<file path="config.mk">
export PLATFORM = sky130hd
export DESIGN_NAME = uart_bus_responder
export DESIGN_NICKNAME = d
export VERILOG_FILES = /design/src/rtl/uart_bus_responder_pkg.sv /design/src/rtl/uart_bus_responder_rx.sv /design/src/rtl/uart_bus_responder.sv
export SDC_FILE = /design/constraint.sdc
export NUM_CORES = 1
export LEC_CHECK = 0
export ABC_AREA = 1
export BUFFER_PORTS_ARGS = -buffer_cell sky130_fd_sc_hd__buf_2
export CAP_MARGIN = 20
export CORE_MARGIN = 2
export CORE_UTILIZATION = 59
export DETAILED_ROUTE_END_ITERATION = 10
export PLACE_DENSITY = 0.87
export SLEW_MARGIN = 40
export SYNTH_ARGS = -nofsm -noshare
export SYNTH_HDL_FRONTEND = slang
export SYNTH_HIERARCHICAL = 1
export SYNTH_SLANG_ARGS = --single-unit
</file>
<file path="constraint.sdc">
create_clock -name clk -period 4.7 [get_ports clk]
set_input_delay 0.705 -clock clk [delete_from_list [all_inputs] [get_ports clk]]
set_output_delay 0.705 -clock clk [all_outputs]
set_load 0.02 [all_outputs]
</file>
<file path="src/rtl/uart_bus_responder_pkg.sv">
// Shared definitions for the memory-mapped UART: register offsets, CON bit
// positions and the serial FSM state encoding (UART_PARITY_EN adds parity).
package uart_bus_responder_pkg;

    localparam logic [31:0] TXD_OFS = 32'h0;
    localparam logic [31:0] RXD_OFS = 32'h4;
    localparam logic [31:0] CON_OFS = 32'h8;

    localparam int CON_TX_IE    = 0;
    localparam int CON_RX_IE    = 1;
    localparam int CON_TX_DONE  = 2;
    localparam int CON_RX_VALID = 3;
    localparam int CON_TX_BUSY  = 4;
    localparam int CON_OVR_ERR  = 5;
    localparam int CON_FRM_ERR  = 6;
    localparam int CON_PAR_ERR  = 7;

    // One encoding serves both serial FSMs; PARITY is only reachable with UART_PARITY_EN.
    typedef enum logic [2:0] {
        ST_IDLE   = 3'd0,
        ST_START  = 3'd1,
        ST_DATA   = 3'd2,
        ST_PARITY = 3'd3,
        ST_STOP   = 3'd4
    } uart_state_e;

    function automatic logic even_parity(input logic [7:0] b);
        return ^b;
    endfunction

endpackage

</file>
<file path="src/rtl/uart_bus_responder_rx.sv">
// Serial receiver: 2-flop synchronizer, mid-bit sampling RX FSM, emits a byte
// with one-cycle valid/frm_err/par_err pulses. Parity bit handled when UART_PARITY_EN.
module uart_rx_deserializer
    import uart_bus_responder_pkg::*;
#(
    parameter int CLKS_PER_BIT = 5208
) (
    input  logic        clk,
    input  logic        reset,
    input  logic        rx,
    output logic [7:0]  data,
    output logic        valid,
    output logic        frm_err,
    output logic        par_err,
    output uart_state_e state
);

    localparam int            CW   = (CLKS_PER_BIT > 2) ? $clog2(CLKS_PER_BIT) : 1;
    localparam logic [CW-1:0] LAST = CW'(CLKS_PER_BIT - 1);
    localparam logic [CW-1:0] HALF = CW'(CLKS_PER_BIT / 2 - 1);

    logic          rx_meta, rx_sync, rx_prev;
    uart_state_e   state_q, state_d;
    logic [CW-1:0] cnt_q, cnt_d;
    logic [2:0]    bit_q, bit_d;
    logic [7:0]    shift_q, shift_d;
`ifdef UART_PARITY_EN
    logic          par_bad_q, par_bad_d;
`endif

    // Synchronizer flops reset to the idle-high line level so reset itself is not an edge.
    always_ff @(posedge clk or negedge reset) begin
        if (!reset) begin
            rx_meta <= 1'b1;
            rx_sync <= 1'b1;
            rx_prev <= 1'b1;
        end else begin
            rx_meta <= rx;
            rx_sync <= rx_meta;
            rx_prev <= rx_sync;
        end
    end

    always_ff @(posedge clk or negedge reset) begin
        if (!reset) begin
            state_q   <= ST_IDLE;
            cnt_q     <= '0;
            bit_q     <= '0;
            shift_q   <= '0;
`ifdef UART_PARITY_EN
            par_bad_q <= 1'b0;
`endif
        end else begin
            state_q   <= state_d;
            cnt_q     <= cnt_d;
            bit_q     <= bit_d;
            shift_q   <= shift_d;
`ifdef UART_PARITY_EN
            par_bad_q <= par_bad_d;
`endif
        end
    end

    always_comb begin
        state_d   = state_q;
        cnt_d     = cnt_q + CW'(1);
        bit_d     = bit_q;
        shift_d   = shift_q;
        valid     = 1'b0;
        frm_err   = 1'b0;
        par_err   = 1'b0;
`ifdef UART_PARITY_EN
        par_bad_d = par_bad_q;
`endif
        case (state_q)
            ST_IDLE: begin
                cnt_d = '0;
                bit_d = '0;
                if (rx_prev && !rx_sync) state_d = ST_START;
            end
            ST_START: begin
                if (cnt_q == HALF) begin
                    cnt_d   = '0;
                    state_d = rx_sync ? ST_IDLE : ST_DATA;
                end
            end
            ST_DATA: begin
                if (cnt_q == LAST) begin
                    cnt_d   = '0;
                    shift_d = {rx_sync, shift_q[7:1]};
                    bit_d   = bit_q + 3'd1;
                    if (bit_q == 3'd7) begin
`ifdef UART_PARITY_EN
                        state_d = ST_PARITY;
`else
                        state_d = ST_STOP;
`endif
                    end
                end
            end
`ifdef UART_PARITY_EN
            ST_PARITY: begin
                if (cnt_q == LAST) begin
                    cnt_d     = '0;
                    par_bad_d = (rx_sync != even_parity(shift_q));
                    state_d   = ST_STOP;
                end
            end
`endif
            ST_STOP: begin
                if (cnt_q == LAST) begin
                    state_d = ST_IDLE;
                    frm_err = !rx_sync;
`ifdef UART_PARITY_EN
                    par_err = par_bad_q;
                    valid   = rx_sync && !par_bad_q;
`else
                    valid   = rx_sync;
`endif
                end
            end
            default: state_d = ST_IDLE;
        endcase
    end

    assign data  = shift_q;
    assign state = state_q;

endmodule

</file>
<file path="src/rtl/uart_bus_responder.sv">
// Memory-mapped UART responder: TXD/RXD/CON registers, TX serializer and IRQ.
// Define UART_PARITY_EN for 8E1 frames with CON[7] parity error reporting.
module uart_bus_responder
    import uart_bus_responder_pkg::*;
#(
    parameter int          CLKS_PER_BIT = 5208,
    parameter logic [31:0] BASE_ADDR    = 32'h4000_0018
) (
    input  logic        clk,
    input  logic        reset,
    input  logic        rd,
    input  logic        wr,
    input  logic [31:0] addr,
    input  logic [31:0] wdata,
    output logic [31:0] rdata,
    input  logic        rx,
    output logic        tx,
    output logic        irq
);

    localparam int            CW   = (CLKS_PER_BIT > 2) ? $clog2(CLKS_PER_BIT) : 1;
    localparam logic [CW-1:0] LAST = CW'(CLKS_PER_BIT - 1);

    // Bus handshake: rd/wr are single-cycle strobes with no ready; every access
    // completes in the cycle it is presented and rdata is valid in that same cycle.
    logic sel_txd, sel_rxd, sel_con;
    logic wr_txd, wr_con, rd_rxd, rd_con;

    assign sel_txd = (addr == BASE_ADDR + TXD_OFS);
    assign sel_rxd = (addr == BASE_ADDR + RXD_OFS);
    assign sel_con = (addr == BASE_ADDR + CON_OFS);
    assign wr_txd  = wr & sel_txd;
    assign wr_con  = wr & sel_con;
    assign rd_rxd  = rd & sel_rxd;
    assign rd_con  = rd & sel_con;

    logic [7:0] txd_q, rx_data_q;
    logic       tx_ie_q, rx_ie_q, tx_done_q, rx_valid_q, tx_busy_q;
    logic       ovr_q, frm_q, par_q, irq_q;

    uart_state_e   tx_state_q, tx_state_d;
    logic [CW-1:0] tx_cnt_q, tx_cnt_d;
    logic [2:0]    tx_bit_q, tx_bit_d;
    logic          tx_q, tx_d, tx_frame_done;

    always_ff @(posedge clk or negedge reset) begin
        if (!reset) begin
            tx_state_q <= ST_IDLE;
            tx_cnt_q   <= '0;
            tx_bit_q   <= '0;
            tx_q       <= 1'b1;
        end else begin
            tx_state_q <= tx_state_d;
            tx_cnt_q   <= tx_cnt_d;
            tx_bit_q   <= tx_bit_d;
            tx_q       <= tx_d;
        end
    end

    always_comb begin
        tx_state_d    = tx_state_q;
        tx_cnt_d      = tx_cnt_q + CW'(1);
        tx_bit_d      = tx_bit_q;
        tx_frame_done = 1'b0;
        case (tx_state_q)
            ST_IDLE: begin
                tx_cnt_d = '0;
                tx_bit_d = '0;
                if (tx_busy_q) tx_state_d = ST_START;
            end
            ST_START: begin
                if (tx_cnt_q == LAST) begin
                    tx_cnt_d   = '0;
                    tx_state_d = ST_DATA;
                end
            end
            ST_DATA: begin
                if (tx_cnt_q == LAST) begin
                    tx_cnt_d = '0;
                    tx_bit_d = tx_bit_q + 3'd1;
                    if (tx_bit_q == 3'd7) begin
`ifdef UART_PARITY_EN
                        tx_state_d = ST_PARITY;
`else
                        tx_state_d = ST_STOP;
`endif
                    end
                end
            end
`ifdef UART_PARITY_EN
            ST_PARITY: begin
                if (tx_cnt_q == LAST) begin
                    tx_cnt_d   = '0;
                    tx_state_d = ST_STOP;
                end
            end
`endif
            ST_STOP: begin
                if (tx_cnt_q == LAST) begin
                    tx_state_d    = ST_IDLE;
                    tx_frame_done = 1'b1;
                end
            end
            default: tx_state_d = ST_IDLE;
        endcase

        // The line level is decoded from the next state and registered, so tx never glitches.
        case (tx_state_d)
            ST_START:  tx_d = 1'b0;
            ST_DATA:   tx_d = txd_q[tx_bit_d];
`ifdef UART_PARITY_EN
            ST_PARITY: tx_d = even_parity(txd_q);
`endif
            default:   tx_d = 1'b1;
        endcase
    end

    logic [7:0]  rx_byte;
    logic        rx_byte_valid, rx_frm, rx_par;
    uart_state_e rx_state;

    uart_rx_deserializer #(
        .CLKS_PER_BIT(CLKS_PER_BIT)
    ) u_rx (
        .clk    (clk),
        .reset  (reset),
        .rx     (rx),
        .data   (rx_byte),
        .valid  (rx_byte_valid),
        .frm_err(rx_frm),
        .par_err(rx_par),
        .state  (rx_state)
    );

    always_ff @(posedge clk or negedge reset) begin
        if (!reset) begin
            txd_q     <= '0;
            tx_busy_q <= 1'b0;
            tx_ie_q   <= 1'b0;
            rx_ie_q   <= 1'b0;
            rx_data_q <= '0;
        end else begin
            if (wr_txd && !tx_busy_q) begin
                txd_q     <= wdata[7:0];
                tx_busy_q <= 1'b1;
            end else if (tx_frame_done) begin
                tx_busy_q <= 1'b0;
            end
            if (wr_con) {rx_ie_q, tx_ie_q} <= wdata[1:0];
            if (rx_byte_valid) rx_data_q <= rx_byte;
        end
    end

    // Sticky status: a set in the same cycle as its clearing read wins.
    always_ff @(posedge clk or negedge reset) begin
        if (!reset) begin
            tx_done_q  <= 1'b0;
            rx_valid_q <= 1'b0;
            ovr_q      <= 1'b0;
            frm_q      <= 1'b0;
            par_q      <= 1'b0;
            irq_q      <= 1'b0;
        end else begin
            if (tx_frame_done)                            tx_done_q  <= 1'b1;
            else if (rd_con)                              tx_done_q  <= 1'b0;
            if (rx_byte_valid)                            rx_valid_q <= 1'b1;
            else if (rd_rxd)                              rx_valid_q <= 1'b0;
            if (rx_byte_valid && rx_valid_q && !rd_rxd)   ovr_q      <= 1'b1;
            else if (rd_con)                              ovr_q      <= 1'b0;
            if (rx_frm)                                   frm_q      <= 1'b1;
            else if (rd_con)                              frm_q      <= 1'b0;
            if (rx_par)                                   par_q      <= 1'b1;
            else if (rd_con)                              par_q      <= 1'b0;
            irq_q <= (tx_done_q & tx_ie_q) | (rx_valid_q & rx_ie_q);
        end
    end

    always_comb begin
        rdata = '0;
        if (rd) begin
            if (sel_txd) begin
                rdata = {24'h0, txd_q};
            end else if (sel_rxd) begin
                rdata = {24'h0, rx_data_q};
            end else if (sel_con) begin
                rdata[CON_TX_IE]    = tx_ie_q;
                rdata[CON_RX_IE]    = rx_ie_q;
                rdata[CON_TX_DONE]  = tx_done_q;
                rdata[CON_RX_VALID] = rx_valid_q;
                rdata[CON_TX_BUSY]  = tx_busy_q;
                rdata[CON_OVR_ERR]  = ovr_q;
                rdata[CON_FRM_ERR]  = frm_q;
                rdata[CON_PAR_ERR]  = par_q;
            end
        end
    end

    logic unused_bits;
    assign unused_bits = ^{wdata[31:8], rx_state};

    assign tx  = tx_q;
    assign irq = irq_q;

endmodule

</file>
==> flow_summary.yaml, run 1 <==
power:
  swShare_pct: 32.7
  internal_power_uw: 979
  p_comb_share_pct: 19.3
  p_sw_uw: 475
  p_per_area_nw_per_um2: 301
  irDropWorstVdd_mv: 0.276
  power_frac_clock_pct: 32.7
  p_leak_nw: 2.48
  sequentialPowerShare_pct: 48.0
timing:
  max_freq_mhz: 332
  setup_viol: 0
  slew_violations: 0
  worst_slew_pin_slew_ns: 0.603
  rsz0062_at_grt: "false"
  finalCritPeriodShare_pct: 64.1
  hold_viol: 0
  whs_ns: 0.352
  tns_ns: 0
  clock_skew_ns: 0.0108
  finalCriticalPeriod_ns: 3.01
  slew_headroom_pct: 59.8
worst_setup_path:
  end_kind: "output pin"
  crit_required_ns: 3.99
  path_delay_family: "simple AND/OR/NAND/NOR gates"
  rr_startpoint: "u_rx/cnt_q[0]"
  critPathArrivalTime_ns: 2.31
  crit_path_max_fanout: 17
  crit_chain: "buf_2 > nor4_4 > nand3_2 > nor2_4 > nand3_2 > o21ai_0 > o21ai_0 > a21oi_1 > buf_2"
  crit_path_start_kind: "input port"
  slowest_delay_ns: 0.29
  worstSetupPathType: "in -> out"
  critPathBufInv: 2
  critical-path-slowest-cell: "nor4_4"
  cp-startpoint: "addr[9]"
yosys:
  yosysUniqueCellTypes: 42
  synth_area_leaders: "dfrtp_1, nand2_1, inv_1, buf_4, nor2_1"
  synth-seq-area-share_pct: 43.0
  yosysWarnings: 6
  yosys_register_bits: 75
  yosysTopAreaCell: "dfrtp_1"
  synthArstFlopShare_pct: 100
  synth_edf_count: 0
  ys.flop_type: "dfrtp_1"
  synthCells: 555
  syn_area_per_cell_um2: 7.88
  syn-cell-area_um2: 4370
  yosys.area.top_type_share_pct: 40.6
clock_tree:
  numCtsBuffers: 9
  insertion_delay_ns: 0.35
  clock_sinks: 75
  cts_root_buf: "clkbuf_8"
  cts_setup_buffers: 0
  cts_hold_buffers: 0
  ctsHtreeMaxLevel: 3
  clock_path_buffers: 2
  clk_pin_slew_ns: 0.08
  cts-resized-gates: 0
  cts_tree: "done"
worst_hold_path:
  min_path_type: "in -> async"
global_route:
  overflow: 0
  grt_util_all_layers_pct: 21.6
  grt_pass1_wl_mm: 14.5
  grt_max_degree: 50
  antenna_found_initial: 0
  grt_pass1_vias: 3501
routing:
  ant_nets: 0
  totalWireLength_mm: 8.34
  wire_per_inst_um: 11.6
  first_iter_violations: 221
  met1_length_mm: 3.52
  dr.max_layer_used: "met4"
  drc: 0
  drt-vias-per-instance: 5.06
  dr.pass1.iters: 5
  dr_wl_met2_mm: 4.14
  via_count: 3636
  dr_wl_met3_um: 501
cells_and_area:
  n_antenna_cell: 0
  final_common_cell: "nand2_1"
  finalInstanceArea_um2: 4830
  area_delta_synth_final_pct: 10.5
  fill_cells: 578
  nets: 689
  drive_gt1_share_pct: 21.5
  layout_common_cells: "nand2_1, inv_1, dfrtp_1"
job:
  drv_cap: 0
placement:
  hpwl_mm: 6.23
  place_congestion: 0.870
  portBuffers: 54
  placed_area_um2: 4630
floorplanning:
  fp.dieW_um: 90.1
  die_y_um: 90.1
  start_util_pct: 60.6
  core_um2: 7210
  num_rows: 31
  io_pins: 103
  dieArea_um2: 8120
status:
  outcome: "complete, no violations"
## power groups by stage
stage                     Clock, mW  Sequential, mW  Combinational [mW]
after detailed placement          0           0.710               0.281
final                         0.476           0.697               0.281
after CTS                     0.492           0.697               0.280
after global routing          0.511           0.702               0.317
after floorplan                   0           0.704               0.229
after global placement            0           0.708               0.274
## path summary, 6_finish.rpt
path	to	slack, ns	cells past startpoint
max in group asynchronous	tx_cnt_q[7]	3.55	2
min in group clk	u_rx/rx_sync	0.36	0
worst max register to register	ovr_q	2.54	7
worst max-delay path	rdata[7]	1.69	9
worst min register to register	u_rx/rx_sync	0.36	0
worst min-delay path	u_rx/data[4]	0.35	1
## synthesized netlist by cell type, types with 2 or more instances
cell type and instances:
o21ai_0 34, nand3_4 2, o21ai_2 10, inv_1 92
nor4_1 4, inv_2 4, buf_6 3, nor2_1 48
nand2_1 128, buf_4 25, dfstp_2 4, nor2_2 17
a211oi_4 2, o21bai_1 2, nand2_2 6, nand4_1 6
dfrtp_1 71, nor2_4 2, nor3_1 14, xor2_1 11
a21oi_1 11, ha_1 6, o21ai_1 9, nor4_4 2
conb_1 2, nand3_1 19, nand3_2 5, xnor2_1 2
## state kept, by name, summed over array words and instances, names as in the netlist
signal and flops:
u_rx/state 3, u_rx/rx_prev 1, rx_ie_q 1, u_rx/rx_meta 1, u_rx/cnt_q 13, tx_busy_q 1
tx_state_q 3, txd_q 8, tx_done_q 1, rx_data_q 8, tx 1, irq 1
rx_valid_q 1, tx_cnt_q 13, u_rx/data 8, ovr_q 1, u_rx/bit_q 3, frm_q 1
par_q 1, u_rx/rx_sync 1, tx_bit_q 3, tx_ie_q 1
## per-layer routing
metal,GRT usage [%],vias to the layer above
met5,0,-
met4,9.10,0
met3,5.53,24
met2,37.2,115
met1,25.6,1699
li1,-,1798
## kinds of logic after synthesis
group,Yosys count,synth area share (%)
XOR/XNOR,13,2.60
flip-flops,75,43.0
adder cells (fa/ha/maj),6,1.72
AND/OR/NAND/NOR,259,28.6
buffers and inverters,130,14.1
AO/OA/AOI/OAI,70,9.78
other,2,0.172
## per-stage QoR
step / total power, mW / setup WS, ns / std cells / util, %
4_1_cts: 1.47 / 1.67 / 718 / 66.9
3_3_place_gp: 0.981 / 1.71 / 702 / 64.2
5_1_grt: 1.53 / 1.47 / 718 / 67.0
2_1_floorplan: 0.933 / 2.01 / 578 / -
3_5_place_dp: 0.991 / 1.67 / 702 / 64.2
6_report: 1.45 / 1.69 / 718 / 67.0
## worst register-to-register path, cell delays in order (launching register included)
cell	delay, ns
dfrtp_1	0.44
ha_1	0.25
nand2_2	0.12
nor2_4	0.14
nand3_4	0.14
nor3_2	0.41
clkinv_1	0.36
o21ai_0	0.23
## cell type report
| class | instances | area [µm²] | share of cell area [%] |
|---|---|---|---|
| flip-flops and latches | 75 | 1880 | 38.9 |
| clock inverters | 5 | 43.8 | 0.906 |
| repair buffers | 55 | 280 | 5.80 |
| inverters | 100 | 387 | 8.00 |
| well taps | 99 | 124 | 2.56 |
| clock buffers | 11 | 151 | 3.13 |
| multi-input cells | 373 | 1970 | 40.7 |
(Power assumes the default switching activity.)
==> run 2: changes to the inputs <==
- ABC_AREA: 1 -> 0
- CORE_UTILIZATION: 59 -> 53
- PLACE_DENSITY: 0.87 -> 0.8
- clock period: 4.7 -> 3.1 ns (I/O delays scaled with it)
==> flow_summary.yaml, run 2 <==
clock_tree:
  clk_pin_slew_ns: 0.08
  cts_hold_buffers: 0
  insertion_delay_ns: 0.35
  numCtsBuffers: 9
  clock_path_buffers: 2
  cts_setup_buffers: 0
  ctsHtreeMaxLevel: 3
  clock_sinks: 75
  cts_tree: "done"
  cts-resized-gates: 0
  cts_root_buf: "clkbuf_8"
status:
  outcome: "complete, no violations"
power:
  p_comb_share_pct: 9.2
  power_frac_clock_pct: 36.7
  irDropWorstVdd_mv: 0.365
  power_mw: 1.97
  sequentialPowerShare_pct: 54.2
  p_sw_uw: 512
  internal_power_mw: 1.46
  p_leak_nw: 2.10
  swShare_pct: 25.9
  p_per_area_nw_per_um2: 444
worst_setup_path:
  crit_path_start_kind: "input port"
  critPathArrivalTime_ns: 2.03
  worstSetupPathType: "in -> out"
  crit_required_ns: 2.63
  crit_path_max_fanout: 10
  end_kind: "output pin"
placement:
  hpwl_mm: 5.57
  place_congestion: 0.840
  portBuffers: 54
global_route:
  grt_max_degree: 31
  grt_util_all_layers_pct: 19.1
  grt_pass1_wl_mm: 12.7
  grt_pass1_vias: 2740
  antenna_found_initial: 0
  overflow: 0
routing:
  drc: 0
  wire_per_inst_um: 14.0
  ant_nets: 0
  via_count: 2795
  dr.pass1.iters: 5
  totalWireLength_mm: 7.35
  drt-vias-per-instance: 5.31
  first_iter_violations: 140
timing:
  rsz0062_at_grt: "false"
  tns_ns: 0
  slew_headroom_pct: 54.2
  hold_viol: 0
  finalCritPeriodShare_pct: 80.6
  worst_slew_pin_slew_ns: 0.680
  clock_skew_ns: 0.00901
  finalCriticalPeriod_ns: 2.50
  max_freq_mhz: 400
  setup_viol: 0
  slew_violations: 0
floorplanning:
  num_rows: 31
  die_y_um: 90.7
  io_pins: 103
  fp.dieW_um: 90.7
  dieArea_um2: 8220
  start_util_pct: 54.9
  core_um2: 7250
yosys:
  synth_common_cells: "dfrtp_1, nor2_1, buf_4, nand2_1, nand3_1"
  synthArstFlopShare_pct: 100
  yosysTopAreaCell: "dfrtp_1"
  synth_area_leaders: "dfrtp_1, buf_4, xor2_1, mux2_1, nor2_1"
  yosysMostFrequentCell: "dfrtp_1"
  syn_area_per_cell_um2: 10.9
  ys.flop_type: "dfrtp_1"
  yosys_register_bits: 75
  synth_edf_count: 0
  yosysUniqueCellTypes: 65
  yosysWarnings: 6
  syn-cell-area_um2: 3980
  synthCells: 367
  synth-seq-area-share_pct: 47.3
  yosys.area.top_type_share_pct: 44.6
job:
  drv_cap: 0
cells_and_area:
  drive_gt1_share_pct: 25.3
  layout_common_cells: "dfrtp_1, buf_2, nor2_1"
  final_common_cell: "dfrtp_1"
  nets: 497
  area_delta_synth_final_pct: 11.7
  fill_cells: 614
  reg_top3: "tx_cnt_q (13), u_rx/cnt_q (13)"
  n_antenna_cell: 0
worst_hold_path:
  min_path_type: "in -> async"
run 2: final timing paths:
check	startpoint	endpoint	slack, ns	cells past startpoint
setup / recovery	addr[17]	rdata[0]	0.60	8
min in group clk	rx	u_rx/rx_meta	0.21	1
setup reg to reg	u_rx/cnt_q[0]	rx_data_q[1]	0.88	6
max in group asynchronous	reset	u_rx/rx_sync	2.23	2
hold reg to reg	u_rx/rx_meta	u_rx/rx_sync	0.36	0
hold / removal	reset	txd_q[2]	0.08	1
run 2: layout make-up:
type | instances | area [µm²] | share of cell area [%]
Multi-Input combinational cell | 271 | 1920 | 43.1
Tap cell | 99 | 124 | 2.79
Sequential cell | 75 | 1880 | 42.3
Clock inverter | 6 | 66.3 | 1.49
Inverter | 6 | 22.5 | 0.506
Timing Repair Buffer | 59 | 308 | 6.92
Clock buffer | 10 | 128 | 2.87
run 2: kinds of logic after synthesis:
group,Yosys count,synth area share (%)
other cells,2,0.189
xor+xnor,22,4.84
compound gates,37,7.79
fa+ha+maj,7,2.14
flops,75,47.3
simple gates,149,22.1
buf+inv,44,6.94
mux,31,8.80
run 2: metal layers:
metal  vias to the layer above  GRT usage (%)  wire length [µm]
met5                         -              0                 0
met2                        73           30.8              3640
met4                         0           7.05               125
met3                        10           4.59               345
met1                      1339           25.1              3240
li1                       1373              -                 -
run 2: power by group through the flow:
stage,combinational (mW),clock [mW],sequential [mW]
2_1_floorplan,0.174,0,1.05
3_3_place_gp,0.177,0,1.08
3_5_place_dp,0.183,0,1.09
4_1_cts,0.184,0.747,1.07
5_1_grt,0.208,0.791,1.08
6_report,0.181,0.723,1.07
run 2: worst max-delay path, stage by stage:
cell and delay [ns]:
buf_2 0.10, nor4_1 0.28, nand4_1 0.16, nor2_1 0.15, and3_1 0.39, nand2_1 0.11, a21boi_1 0.18, buf_2 0.20
run 2: metrics by stage:
step,setup WS (ns),util [%],hold WS [ns],cell area (µm²),cells
after global placement,0.638,58.6,0.350,4250,510
after CTS,0.611,61.3,0.0750,4450,526
after global routing,0.401,61.3,0.0916,4450,526
after detailed placement,0.611,58.6,0.348,4250,510
final,0.603,61.3,0.0767,4450,526
after floorplan,0.697,-,0.169,4070,390
